--- src/rtl/frame_aligner_param.sv ---
// Parametrised serial frame aligner: hunts for the frame alignment word (FAW),
// confirms it over SYNC_N frames, flywheels through up to LOSS_N-1 errored FAWs,
// and deserialises the in-sync payload into PAR_W-bit words (first bit in MSB).
module frame_aligner_param #(
    parameter int unsigned        FAW_LEN   = 10,
    parameter logic [FAW_LEN-1:0] FAW       = 10'b1111010000,
    parameter int unsigned        FRAME_LEN = 1536,
    parameter int unsigned        PAR_W     = 7,
    parameter int unsigned        SYNC_N    = 3,
    parameter int unsigned        LOSS_N    = 4
) (
    input  logic                         clk,
    input  logic                         reset,
    input  logic                         in,
    input  logic                         bit_en,
    output logic                         sync,
    output logic                         frame_start,
    output logic                         loss,
    output logic [$clog2(FRAME_LEN)-1:0] bit_cnt,
    output logic [PAR_W-1:0]             par_out,
    output logic                         par_valid,
    output logic [1:0]                   state
);

    localparam int unsigned CNT_W     = $clog2(FRAME_LEN);
    localparam int unsigned HIT_W     = $clog2(SYNC_N + 1);
    localparam int unsigned MISS_W    = $clog2(LOSS_N + 1);
    localparam int unsigned ACC_CNT_W = $clog2(PAR_W + 1);

    typedef enum logic [1:0] {
        ST_HUNT    = 2'd0,
        ST_PRESYNC = 2'd1,
        ST_SYNC    = 2'd2
    } state_t;

    state_t                 state_q, state_d;
    logic [FAW_LEN-1:0]     sr_q, sr_d;
    logic [CNT_W-1:0]       bit_cnt_d;
    logic [HIT_W-1:0]       hit_q, hit_d;
    logic [MISS_W-1:0]      miss_q, miss_d;
    logic [PAR_W-1:0]       acc_q, acc_d;
    logic [ACC_CNT_W-1:0]   acc_cnt_q, acc_cnt_d;
    logic [PAR_W-1:0]       par_out_d;
    logic                   par_valid_d;
    logic                   frame_start_d;
    logic                   loss_d;
    logic                   sync_d;

    logic [FAW_LEN-1:0]     shifted;
    logic                   match;
    logic                   checkpoint;
    logic [CNT_W-1:0]       cnt_inc;
    logic [HIT_W-1:0]       hit_inc;
    logic [MISS_W-1:0]      miss_inc;
    logic [PAR_W-1:0]       acc_shift;
    logic                   acc_full;
    logic                   in_payload;

    // Window including the bit being accepted, frame position and counter increments
    always_comb begin
        shifted    = (sr_q << 1) | FAW_LEN'(in);
        match      = bit_en & (shifted == FAW);
        checkpoint = bit_en & (bit_cnt == CNT_W'(FAW_LEN - 1));
        cnt_inc    = (bit_cnt == CNT_W'(FRAME_LEN - 1)) ? '0 : bit_cnt + CNT_W'(1);
        hit_inc    = hit_q + HIT_W'(1);
        miss_inc   = miss_q + MISS_W'(1);
        acc_shift  = (acc_q << 1) | PAR_W'(in);
        acc_full   = (acc_cnt_q == ACC_CNT_W'(PAR_W - 1));
        in_payload = (bit_cnt >= CNT_W'(FAW_LEN));
    end

    // Next-state and registered-output decode; nothing advances without bit_en
    always_comb begin
        state_d       = state_q;
        sr_d          = sr_q;
        bit_cnt_d     = bit_cnt;
        hit_d         = hit_q;
        miss_d        = miss_q;
        acc_d         = acc_q;
        acc_cnt_d     = acc_cnt_q;
        par_out_d     = par_out;
        par_valid_d   = 1'b0;
        frame_start_d = 1'b0;
        loss_d        = 1'b0;

        if (bit_en) begin
            sr_d = shifted;
            case (state_q)
                ST_HUNT: begin
                    bit_cnt_d = '0;
                    hit_d     = '0;
                    miss_d    = '0;
                    if (match) begin
                        bit_cnt_d = CNT_W'(FAW_LEN);
                        hit_d     = HIT_W'(1);
                        if (SYNC_N == 1) begin
                            state_d       = ST_SYNC;
                            frame_start_d = 1'b1;
                        end else begin
                            state_d = ST_PRESYNC;
                        end
                    end
                end
                ST_PRESYNC: begin
                    bit_cnt_d = cnt_inc;
                    if (checkpoint) begin
                        if (match) begin
                            hit_d = hit_inc;
                            if (hit_inc == HIT_W'(SYNC_N)) begin
                                state_d       = ST_SYNC;
                                miss_d        = '0;
                                frame_start_d = 1'b1;
                            end
                        end else begin
                            // Candidate rejected: restart the hunt from the next bit
                            state_d   = ST_HUNT;
                            bit_cnt_d = '0;
                            hit_d     = '0;
                            miss_d    = '0;
                        end
                    end
                end
                ST_SYNC: begin
                    bit_cnt_d = cnt_inc;
                    if (checkpoint) begin
                        if (match) begin
                            miss_d        = '0;
                            frame_start_d = 1'b1;
                        end else if (miss_inc == MISS_W'(LOSS_N)) begin
                            state_d   = ST_HUNT;
                            loss_d    = 1'b1;
                            bit_cnt_d = '0;
                            hit_d     = '0;
                            miss_d    = '0;
                        end else begin
                            // Flywheel: tolerate the errored FAW and stay framed
                            miss_d        = miss_inc;
                            frame_start_d = 1'b1;
                        end
                    end else if (in_payload) begin
                        acc_d = acc_shift;
                        if (acc_full) begin
                            par_out_d   = acc_shift;
                            par_valid_d = 1'b1;
                            acc_d       = '0;
                            acc_cnt_d   = '0;
                        end else begin
                            acc_cnt_d = acc_cnt_q + ACC_CNT_W'(1);
                        end
                    end
                end
                default: begin
                    state_d   = ST_HUNT;
                    bit_cnt_d = '0;
                    hit_d     = '0;
                    miss_d    = '0;
                end
            endcase

            // Payload word boundaries restart at every FAW and whenever framing is lost
            if (checkpoint || (state_d != ST_SYNC)) begin
                acc_d     = '0;
                acc_cnt_d = '0;
            end
        end

        sync_d = (state_d == ST_SYNC);
    end

    // State and output registers
    always_ff @(posedge clk or posedge reset) begin
        if (reset) begin
            state_q     <= ST_HUNT;
            sr_q        <= '0;
            bit_cnt     <= '0;
            hit_q       <= '0;
            miss_q      <= '0;
            acc_q       <= '0;
            acc_cnt_q   <= '0;
            par_out     <= '0;
            par_valid   <= 1'b0;
            frame_start <= 1'b0;
            loss        <= 1'b0;
            sync        <= 1'b0;
        end else begin
            state_q     <= state_d;
            sr_q        <= sr_d;
            bit_cnt     <= bit_cnt_d;
            hit_q       <= hit_d;
            miss_q      <= miss_d;
            acc_q       <= acc_d;
            acc_cnt_q   <= acc_cnt_d;
            par_out     <= par_out_d;
            par_valid   <= par_valid_d;
            frame_start <= frame_start_d;
            loss        <= loss_d;
            sync        <= sync_d;
        end
    end

    assign state = state_q;

endmodule
--- config.mk ---
export PLATFORM = sky130hd
export DESIGN_NAME = frame_aligner_param
export DESIGN_NICKNAME = d
export VERILOG_FILES = /design/src/rtl/frame_aligner_param.sv
export SDC_FILE = /design/constraint.sdc
export NUM_CORES = 1
export LEC_CHECK = 0
export CAP_MARGIN = 20
export CORE_MARGIN = 4
export CORE_UTILIZATION = 58
export CTS_BUF_LIST = sky130_fd_sc_hd__clkbuf_8
export DETAILED_ROUTE_END_ITERATION = 10
export GPL_TIMING_DRIVEN = 0
export PLACE_DENSITY = 0.92
export REMOVE_ABC_BUFFERS = 1
export SETUP_SLACK_MARGIN = 0.02
export SYNTH_ARGS = -nofsm -noshare
export SYNTH_HDL_FRONTEND = slang
export SYNTH_SLANG_ARGS = --single-unit
--- constraint.sdc ---
create_clock -name clk -period 2.55 [get_ports clk]
set_clock_uncertainty 0.05 [all_clocks]
set_input_delay 0.51 -clock clk [delete_from_list [all_inputs] [get_ports clk]]
set_output_delay 0.51 -clock clk [all_outputs]
set_load 0.02 [all_outputs]
# After elaboration in Yosys (flattened, before gate mapping)
# Index checks and enable logic that the tools add are counted.
# word_totals
elab_cells	106
reg_bits	47
# op_classes
n_bitwise	5
magnitude_cmp	1
addsub	4
n_reduce_logical	8
n_eq_ne	16
mux	60
# op_table
cell	count
$mux W11	6
$mux W3	11
$pmux W11 S3	1
$mux W6	5
$mux W2	14
$mux W1	18
$pmux W2 S3	2
$add A11 B1 Y11 const B	1
$eq A11 B11 Y1 const B	1
$eq A11 B4 Y1 const B	1
$ge A11 B4 Y1 const B	1
$eq A10 B10 Y1 const B	1
$ne A2 B2 Y1 const B	5
$or A10 B1 Y10	1
$reduce_and A5 Y1	2
$reduce_and A4 Y1	2
$or A7 B1 Y7	1
$add A3 B1 Y3 const B	2
$eq A2 B2 Y1 const B	3
$eq A3 B3 Y1 const B	2
$pmux W3 S2	1
$mux W4	1
$reduce_bool A2 Y1	2
$ne A3 B3 Y1 const B	1
8 further kinds	9

# Logic depth before layout (Yosys ltp)
# Gate-level depths: netlist of the first run.
# depth
depth_word	11
depth_mapped	9

# Least setup slack after synthesis of the first run
# OpenSTA, ideal clock, no wires.
# synth_path
kind	register to register
from	reg state_q[0] (netlist: state[0])
to	reg par_out[0]
required_ns	2.372
path_stages_with_launch	9
slack_ns	0.109
arrival_time_ns	2.263
setup_time_ns	0.128
path_cell_list	dfrtp_1 > inv_1 > ha_1 > inv_1 > a31oi_2 > nand2_1 > or4_1 > buf_2 > mux2_1
# synth_via
elab_chain_cells	2
# synth_rtl
item	line_no	rtl
start: declaration	36	state_t state_q, state_d;
start signal: assignment	186	state_q <= state_d;
$eq A2 B2 Y1	88	case (state_q)
$reduce_and A5 Y1 (no source line)	--	
end signal: assignment	193	par_out <= par_out_d;
end: declaration	20	output logic [PAR_W-1:0] par_out,
# No other way between the ends.
# A chain may end at the register's enable or synchronous reset.

# Worst setup path in the final report of the first run
# layout_path
from	in in
to	reg acc_q[0]
# layout_via
elab_chain_cells	11
word_cells_on_any_way	22
# layout_rtl
item	line_no	rtl
start: declaration	14	input logic in,
$or A10 B1 Y10	61	shifted = (sr_q << 1) | FAW_LEN'(in);
$eq A10 B10 Y1	62	match = bit_en & (shifted == FAW);
$and A1 B1 Y1	62	
$mux W2, on equally long branches	126, 107	
$mux W2, on equally long branches	125, 106	
$pmux W2 S3	88	
$mux W2	86	if (bit_en) begin
$ne A2 B2 Y1	161	if (checkpoint || (state_d != ST_SYNC)) begin
$logic_or A1 B1 Y1	161	
$ne A2 B1 Y1 (no source line) or $reduce_bool A2 Y1 (tied branches)	--	
$reduce_and A4 Y1 (no source line)	--	
end signal: assignment	178	acc_q <= '0;
end signal: assignment	191	acc_q <= acc_d;
end: declaration	41	logic [PAR_W-1:0] acc_q, acc_d;
# Several ways; a longest one is shown, not always the timed one. The select of a mux whose other input is x is not followed.

==> results of run 1 <==
-- critical path: cells and delay by family --
| family | cells | cell delay [ps] |
|---|---|---|
| and+or+nand+nor | 3 | 920 |
| AOI/OAI and AO/OA | 3 | 580 |
| buffers and inverters | 2 | 680 |
-- registers in the layout, summed over array words and instances (netlist names) --
register,count
miss_q,3
sync,1
loss,1
sr_q,9
frame_start,1
acc_cnt_q,3
state,2
bit_cnt,11
par_out,7
par_valid,1
acc_q,6
hit_q,2
-- through the flow --
| stage | hold WS (ps) | cell area (um^2) | power [mW] | cells |
|---|---|---|---|---|
| 3_3_place_gp | 420.0 | 2824 | 1.439 | 301 |
| 3_5_place_dp | 429.9 | 2844 | 1.469 | 302 |
| 6_report | 444.1 | 3107 | 2.111 | 318 |
| 2_1_floorplan | 408.5 | 2491 | 1.295 | 224 |
| 4_1_cts | 451.3 | 3027 | 2.066 | 314 |
| 5_1_grt | 467.8 | 3107 | 2.220 | 318 |
-- area by class of cell --
cell class              count  area, um^2
inverters                  13       48.80
flip-flops and latches     47        1176
repair buffers             36       351.6
multi-input cells         164        1353
well taps                  50       62.56
clock inverters             3       46.29
fillers                   247        1008
clock buffers               5       68.82
-- cells in the mapped netlist (2+ instances only) --
cell      instances
o22ai_1           3
or4b_2            2
nand3_1           6
mux2_2            9
nand2b_1          5
nor2_1            4
and3_1            5
buf_2             3
nor3_2            2
nor4_1            3
clkbuf_1          4
inv_1            13
a32o_1            6
a22o_1            3
o21ai_1           2
nor3_1            4
and2_1            3
mux2_1            7
ha_1             10
nand4_1           2
a21o_1            3
xor2_1            3
nand2_1          22
a21oi_1          13
a31oi_1           5
or4_1             2
nor2b_1           5
o21ai_0          10
o31ai_1           4
dfrtp_1          47
nand3b_1          2
a311o_1           2
-- cells in the final DEF, fill, tap and decap left out, drive strengths merged, types with 3 or more instances in the layout --
| cell type | count |
|---|---|
| nor4 | 4 |
| dfrtp | 47 |
| nand3 | 6 |
| a32o | 6 |
| nand2 | 22 |
| and3 | 5 |
| clkbuf | 5 |
| ha | 10 |
| o22ai | 3 |
| mux2 | 16 |
| a21o | 3 |
| a22o | 3 |
| clkdlybuf4s50 | 26 |
| nor2b | 5 |
| inv | 14 |
| a21oi | 13 |
| buf | 10 |
| o31ai | 5 |
| o21ai | 12 |
| nor2 | 4 |
| xor2 | 3 |
| nor3 | 6 |
| nand2b | 5 |
| and2 | 3 |
| a31oi | 6 |
-- worst max-delay path by stage --
stage / start / end / slack (ps) / depth (start not counted)
2_1_floorplan: state[0] / par_out[0] / 60 / 7
3_3_place_gp: bit_en / acc_q[2] / -1300 / 7
3_5_place_dp: bit_en / bit_cnt[5] / -1390 / 7
4_1_cts: in / acc_cnt_q[2] / 20 / 7
5_1_grt: in / acc_q[5] / -40 / 8
6_report: in / acc_q[0] / 40 / 8
-- layer usage --
layer	wire length [um]	track usage	vias up	share of wire
li1	-	-	932	-
met1	2404	0.2900	1029	0.42
met2	2932	0.3386	68	0.51
met3	246	0.02973	15	0.043
met4	122	0.1046	0	0.021
met5	0	0	-	0
-- what timing repair did --
action	in CTS	in global routing
setup buffers	4	4
hold endpoints to repair	0	0
pin swaps	5	5
setup endpoints to repair	37	25
resized for setup	14	9
-- power by group through the flow --
stage | registers [mW] | logic, mW | clock network [mW]
6_report | 0.911 | 0.639 | 0.561
5_1_grt | 0.929 | 0.697 | 0.593
4_1_cts | 0.912 | 0.588 | 0.566
2_1_floorplan | 0.942 | 0.353 | 0
3_5_place_dp | 0.924 | 0.545 | 0
3_3_place_gp | 0.919 | 0.520 | 0
-- kinds of logic after synthesis --
| logic type | Yosys count |
|---|---|
| AOI/OAI and AO/OA | 59 |
| xor gates and xnor gates | 3 |
| adders and majority gates | 10 |
| buffers and inverters | 21 |
| DFF | 47 |
| muxes | 17 |
| and+or+nand+nor | 75 |
==> flow_metrics.py, run 1 <==
metrics = {
    "pwr": {
        "power_switching_mw": 0.7185,
        "p_int_mw": 1.392,
        "leakage_nw": 1.368,
        "p_per_area_mw_per_mm2": 679.4,
        "sequentialPowerShare": 0.432,
        "vdd_ir_drop_max_v": 0.0004435,
        "pwr-share-comb": 0.303,
        "p_sw_frac": 0.3404,
        "pwr-share-clk": 0.266,
    },
    "sta": {
        "finalWorstSetupSlack_ps": 39.28,
        "final_max_slew_viol_count": 0,
        "finalSetupTns_ps": 0,
        "tightest_slew_ps": 637.5,
        "hold_viol": 0,
        "fin_crit_sh": 0.9846,
        "fin_crit_ps": 2511,
        "setup_viol": 0,
        "max_slew_margin": 0.5717,
        "fmax_mhz": 398.3,
    },
    "logic_synthesis": {
        "synth_simple_gate_area_frac": 0.1851,
        "synth_top_family_by_area": "simple AND/OR/NAND/NOR gates",
        "synth_top_cell_by_area": "dfrtp_1",
        "synth-xor-area-share": 0.01039,
        "async_flop_share": 1.000,
        "avgSynthCellArea_um2": 10.90,
        "synth.mux.area_fraction": 0.07521,
        "synth_ff_type": "dfrtp_1",
        "ys_seq_area_frac": 0.4651,
        "synth_area_mm2": 0.002529,
        "synth_compound_area_frac": 0.1806,
        "postSynthCellCount": 232,
        "ys_ff_latch": 47,
        "synth.top_cell.area_share": 0.4651,
        "yosysUniqueCellTypes": 50,
        "synth_fa_ha_area_frac": 0.04948,
        "synth-edff-count": 0,
        "synth_warnings": 0,
        "ys_top_cells_by_area": "dfrtp_1, ha_1, mux2_2, nand2_1, mux2_1",
    },
    "drt": {
        "post-route-drc-count": 0,
        "routedWlPerCell_um": 17.94,
        "wirelength_um": 5706,
        "vias_per_cell": 6.428,
        "ant_nets": 0,
        "drtIter0Drc": 165,
        "drt_pass1_iterations": 5,
        "num_vias": 2044,
    },
    "run": {
        "maxCapViolCount": 0,
    },
    "global_route": {
        "grt_first_pass_wirelength_um": 9108,
        "antenna_found_initial": 0,
        "grt_max_degree": 31,
        "grt.total_usage": 0.2138,
        "overflow": 0,
        "grt_pass1_vias": 1980,
    },
    "clock_network": {
        "path_clk_slew_ps": 90,
        "cts_tree": "built",
        "numCtsBuffers": 5,
        "cts_root_buffer": "clkbuf_8",
        "clock_latency_ps": 300,
        "cts_max_level": 2,
        "cts_buffer_depth": 2,
        "postCtsHoldBufs": 0,
        "cts_sinks": 47,
    },
    "floorplanning": {
        "coreArea_mm2": 0.004115,
        "start_util": 0.6145,
        "die_x_um": 74.03,
        "row_count": 23,
        "pin_count": 28,
        "dieHeight_um": 74.03,
        "die_area_mm2": 0.005480,
    },
    "setup_path": {
        "crit_chain": "clkdlybuf4s50_1, nor4b_4, nand3_1, nor4_4, a21oi_4, o41ai_4, buf_4, a32o_1",
        "timing.rr.start": "bit_cnt[4]",
        "worst-setup-path-type": "in2reg",
        "critPathMaxStageDelay_ps": 490,
        "crit_arrival_ps": 2700,
        "rrSetupSlack_ps": 70,
        "rr_worst_depth": 6,
        "crit_path_end_kind": "register",
        "r2r_end": "acc_cnt_q[1]",
        "worst_setup_path_start_kind": "input pin",
        "slowest_stage": "clkdlybuf4s50_1",
        "required_ps": 2740,
        "worst-path-max-fanout": 6,
    },
    "min_path": {
        "min-delay-start": "par_out[3]",
        "whs_endpoint": "par_out[3]",
        "hp-class": "reg2reg",
        "min_path_cells": 1,
    },
    "place": {
        "globalplace.congestion": 0.8702,
        "place_ws_ps": -1387,
        "io_buffers": 27,
        "dp_hpwl_um": 3505,
    },
    "final_layout": {
        "nNetsFinal": 281,
        "diodes": 0,
        "drive_above_1_share": 0.1828,
        "syn_to_final_growth_pct": 22.86,
        "final_util": 0.7549,
    },
    "run_status": {
        "status": "finished, final reports clean",
    },
}
Power figures use the tool's default switching activity.
==> inputs of run 2 (changes only) <==
SKIP_CTS_REPAIR_TIMING = 1   (was default)
==> run 2 against run 1 <==
Register-to-register slack lost 96 ps; critical path type is now reg2reg; die area is the same; cell count shrank 0.31%; global-route usage shrank 0.95 points; first-iteration DRC count shrank 16%; total power shrank 0.19%; hold slack is essentially flat; the flow now finishes with violations (negative setup slack); sequential share of layout area grew 0.13 points; core utilization shrank 0.18 points; combinational power is essentially flat; flip-flop and latch count is the same; clock power is essentially flat.
==> flow_metrics.py, run 2 (same netlist as run 1, synthesis figures left out) <==
metrics = {
    "drt": {
        "routedWlPerCell_um": 17.60,
        "num_vias": 2018,
        "ant_nets": 0,
        "drt_pass1_iterations": 4,
        "wirelength_um": 5580,
        "vias_per_cell": 6.366,
        "drtIter0Drc": 138,
        "post-route-drc-count": 0,
    },
    "setup_path": {
        "cpMostUsedCell": "buf_4",
        "worst-path-max-fanout": 6,
        "worst-setup-path-type": "reg2reg",
        "crit_arrival_ps": 2770,
        "critPathMaxStageDelay_ps": 490,
        "timing.rr.start": "bit_cnt[9]",
        "cp-startpoint": "bit_cnt[9]",
        "r2r_end": "acc_q[0]",
        "rr_worst_depth": 8,
        "rrSetupSlack_ps": -30,
        "crit_path_end": "acc_q[0]",
        "crit_path_end_kind": "register",
        "slowest_stage": "nor4_4",
        "required_ps": 2740,
        "crit_chain": "nor4_4, nand4bb_4, o31ai_4, a311oi_4, buf_4, o41ai_4, buf_4, a32o_1",
        "worst_setup_path_start_kind": "register",
    },
    "sta": {
        "hold_slack_ps": 444.4,
        "setup_viol": 6,
        "fin_crit_sh": 1.010,
        "tightest_slew_ps": 589.5,
        "fin_crit_ps": 2576,
        "max_slew_margin": 0.6040,
        "grt_setup_unrepaired": "true",
        "fmax_mhz": 388.2,
        "finalSetupTns_ps": -94.74,
        "final_max_slew_viol_count": 0,
        "finalWorstSetupSlack_ps": -26.32,
        "hold_viol": 0,
    },
    "clock_network": {
        "cts_sinks": 47,
        "numCtsBuffers": 5,
        "cts_buffer_depth": 2,
        "clock_latency_ps": 300,
        "cts_max_level": 2,
        "path_clk_slew_ps": 90,
        "cts_root_buffer": "clkbuf_8",
        "cts_tree": "built",
    },
    "place": {
        "dp_cells": 302,
        "place_ws_ps": -1387,
        "io_buffers": 27,
        "dp_hpwl_um": 3505,
        "globalplace.congestion": 0.8702,
    },
    "global_route": {
        "overflow": 0,
        "grt_pass1_vias": 1908,
        "grt_first_pass_wirelength_um": 8742,
        "grt.total_usage": 0.2043,
        "antenna_found_initial": 0,
        "grt_max_degree": 31,
    },
    "final_layout": {
        "largest-register": "bit_cnt",
        "diodes": 0,
        "seqCellArea_mm2": 0.001177,
        "n_fill_cell": 259,
        "final_common_cell": "dfrtp_1",
        "multi_input_area_mm2": 0.001355,
        "reg_top3": "bit_cnt x11, sr_q x9, par_out x7",
        "layout.cells.non_filler": 317,
        "final_util": 0.7531,
        "mostFrequentLayoutCells": "dfrtp_1, clkdlybuf4s50_1, nand2_1, inv_1, a21oi_1",
        "syn_to_final_growth_pct": 22.56,
        "drive_above_1_share": 0.1873,
        "largest_reg_flops": 11,
        "nNetsFinal": 280,
    },
    "floorplanning": {
        "start_util": 0.6145,
        "coreArea_mm2": 0.004115,
        "die_area_mm2": 0.005480,
        "pin_count": 28,
        "dieHeight_um": 74.03,
        "row_count": 23,
        "die_x_um": 74.03,
    },
    "min_path": {
        "hp-class": "reg2reg",
        "min-delay-start": "par_out[3]",
    },
    "pwr": {
        "vdd_ir_drop_max_v": 0.0004493,
        "p_per_area_mw_per_mm2": 679.7,
        "leakage_nw": 1.359,
    },
    "run_status": {
        "violations": "negative setup slack",
        "status": "complete, but fails checks",
    },
    "run": {
        "maxCapViolCount": 0,
    },
}
[run 2: changes by cell type in the layout (fill, tap and decap cells not counted)]
cell	change
buf_4	-1
buf_6	-1
clkbuf_4	+1
dfrtp_1	-1
dfrtp_2	+1
nand2_1	-1
nand2_2	+1
[run 2: per-layer routing]
layer  GRT usage  routed length (um)  up-vias
li1            -                   -      930
met1      0.2774                2307      989
met2      0.3209                2806       82
met3     0.04189                 326       17
met4     0.08451                 140        0
met5           0                   0        -
[run 2: worst min path at each step]
stage / to / cells past startpoint
4_1_cts: par_out[3] / 1
6_report: par_out[3] / 1
2_1_floorplan: par_out[6] / 1
3_3_place_gp: par_out[6] / 1
3_5_place_dp: par_out[3] / 1
5_1_grt: par_out[3] / 1
[run 2: through the flow]
step | power [mW] | cell area (um^2)
after global placement | 1.439 | 2824
after detailed placement | 1.469 | 2844
after floorplan | 1.295 | 2491
after global routing | 2.227 | 3099
final | 2.107 | 3099
after CTS | 2.025 | 2959
[run 2: final cells by class]
cell class,instances,area share
tap,50,0.02019
clock buffer,5,0.02220
inverter,13,0.01574
multi-input combinational,164,0.4372
timing repair buffer,35,0.1098
clock inverter,3,0.01494
sequential,47,0.3799
[run 2: critical path, delay by kind of cell, from the launching register on]
family,cells,cell delay [ps]
flip-flops,1,480
AO/OA/AOI/OAI,4,870
AND/OR/NAND/NOR,2,710
buffers and inverters,2,400
[run 2: power by group]
| part | switching (mW) | internal (mW) |
|---|---|---|
| Sequential | 0.0807 | 0.830 |
| Clock | 0.264 | 0.295 |
| Combinational | 0.366 | 0.271 |
==> inputs of run 3 (changes only) <==
--- a/config.mk
+++ b/config.mk
@@ -11,4 +11,5 @@
 export CTS_BUF_LIST = sky130_fd_sc_hd__clkbuf_8
 export DETAILED_ROUTE_END_ITERATION = 10
+export GPL_ROUTABILITY_DRIVEN = 0
 export GPL_TIMING_DRIVEN = 0
 export PLACE_DENSITY = 0.92
==> constraint.sdc (replaced) <==
create_clock -name clk -period 2.55 [get_ports clk]
set_clock_uncertainty 0.05 [all_clocks]
set_input_delay 0.255 -clock clk [delete_from_list [all_inputs] [get_ports clk]]
set_output_delay 0.255 -clock clk [all_outputs]
set_load 0.02 [all_outputs]
==> run 3 against run 2 <==
The flow still finishes with violations (negative setup slack); global-route usage stayed put; first-iteration DRC count is 7.2% lower; die area stayed put; core utilization is 0.27 points lower; critical endpoint unchanged; worst setup slack better by 24 ps; total power is 0.77% lower; sequential share of layout area is 0.14 points higher; sequential power hardly changed.
==> flow_metrics.py, run 3 (same netlist as run 1, synthesis figures left out) <==
metrics = {
    "run_status": {
        "status": "complete, but fails checks",
        "violations": "negative setup slack",
    },
    "pwr": {
        "total_power_mw": 2.090,
        "p_per_area_mw_per_mm2": 677.0,
        "vdd_ir_drop_max_v": 0.0004509,
        "leakage_nw": 1.353,
    },
    "drt": {
        "wirelength_um": 5600,
        "post-route-drc-count": 0,
        "ant_nets": 0,
        "routedWlPerCell_um": 17.67,
        "vias_per_cell": 6.356,
        "num_vias": 2015,
        "drtIter0Drc": 128,
        "drt_pass1_iterations": 4,
    },
    "setup_path": {
        "slowest_stage": "nor4_4",
        "crit_chain": "nor4_4, nand4bb_4, o31ai_4, a311oi_4, buf_4, o41ai_4, buf_4, a32o_1",
        "critPathMaxStageDelay_ps": 480,
        "cp_top_family": "compound AO/OA/AOI/OAI gates",
        "worst-path-max-fanout": 6,
        "worst-path-buf-inv": 2,
        "crit_arrival_ps": 2740,
        "crit_path_end_kind": "register",
        "worst-setup-path-type": "reg2reg",
        "cpMostUsedCell": "buf_4",
        "rrSetupSlack_ps": -2,
        "required_ps": 2740,
        "worst_setup_path_start_kind": "register",
    },
    "clock_network": {
        "cts_max_level": 2,
        "cts_root_buffer": "clkbuf_8",
        "cts_sinks": 47,
        "path_clk_slew_ps": 90,
        "cts_buffer_depth": 2,
        "clock_latency_ps": 300,
        "numCtsBuffers": 5,
        "cts_tree": "built",
    },
    "final_layout": {
        "largest-register": "bit_cnt",
        "syn_to_final_growth_pct": 22.12,
        "largest_reg_flops": 11,
        "layout.cells.non_filler": 317,
        "drive_above_1_share": 0.1873,
        "reg_top3": "bit_cnt x11, sr_q x9, par_out x7",
        "n_fill_cell": 262,
        "diodes": 0,
        "mostFrequentLayoutCells": "dfrtp_1, clkdlybuf4s50_1, nand2_1, inv_1, a21oi_1",
        "final_common_cell": "dfrtp_1",
        "nNetsFinal": 280,
        "final_util": 0.7504,
    },
    "sta": {
        "setup_viol": 1,
        "finalSetupTns_ps": -2.308,
        "fmax_mhz": 391.8,
        "hold_slack_ps": 197.4,
        "fin_crit_sh": 1.001,
        "final_max_slew_viol_count": 0,
        "max_slew_margin": 0.6042,
        "fin_crit_ps": 2552,
        "hold_viol": 0,
        "finalWorstSetupSlack_ps": -2.308,
        "tightest_slew_ps": 589.1,
    },
    "place": {
        "io_buffers": 27,
        "dp_hpwl_um": 3505,
        "dp_cells": 302,
    },
    "global_route": {
        "grt_max_degree": 31,
        "antenna_found_initial": 0,
        "overflow": 0,
        "grt.total_usage": 0.2043,
        "grt_first_pass_wirelength_um": 8742,
        "grt_pass1_vias": 1908,
    },
    "floorplanning": {
        "dieHeight_um": 74.03,
        "coreArea_mm2": 0.004115,
        "row_count": 23,
        "die_x_um": 74.03,
        "pin_count": 28,
        "start_util": 0.6145,
        "die_area_mm2": 0.005480,
    },
    "run": {
        "maxCapViolCount": 0,
    },
    "min_path": {
        "hp-class": "in2async",
    },
}
[run 3: final timing paths]
check,from,end,cells after the start
worst max-delay path,bit_cnt[9],acc_q[0],8
worst min-delay path,reset,bit_cnt[3],2
worst max register to register,bit_cnt[9],acc_q[0],8
worst min register to register,par_out[3],par_out[3],1
max in group asynchronous,reset,acc_q[5],3
min in group clk,bit_en,bit_cnt[7],2
[run 3: metal layers]
metal	track usage	wire length (um)
met5	0	0
met2	0.3209	2824
met3	0.04189	291
met4	0.08451	131
met1	0.2774	2353
[run 3: through the flow]
step	area, um^2	setup WS, ps
after CTS	2959	-812.2
after detailed placement	2844	-1132
after floorplan	2491	61.87
after global placement	2824	-1046
after global routing	3088	-77.22
final	3088	-2.308
[run 3: worst reg2reg max path, delay by kind of cell (launching register included)]
kind	cells	cell delay [ps]
flops	1	470
buf+inv	2	400
simple gates	2	690
compound gates	4	890
[run 3: area by class of cell]
class | count | area [um^2] | area share
Clock buffer | 5 | 68.82 | 0.02229
Inverter | 13 | 48.80 | 0.01580
Multi-Input combinational cell | 164 | 1346 | 0.4360
Clock inverter | 3 | 46.29 | 0.01499
Sequential cell | 47 | 1177 | 0.3813
Timing Repair Buffer | 35 | 337.8 | 0.1094
Tap cell | 50 | 62.56 | 0.02026
[run 3: power by group]
part / leakage (nW) / switching (mW) / internal, mW
sequential: 0.631 / 0.0778 / 0.830
combinational: 0.668 / 0.363 / 0.260
clock: 0.0548 / 0.264 / 0.295
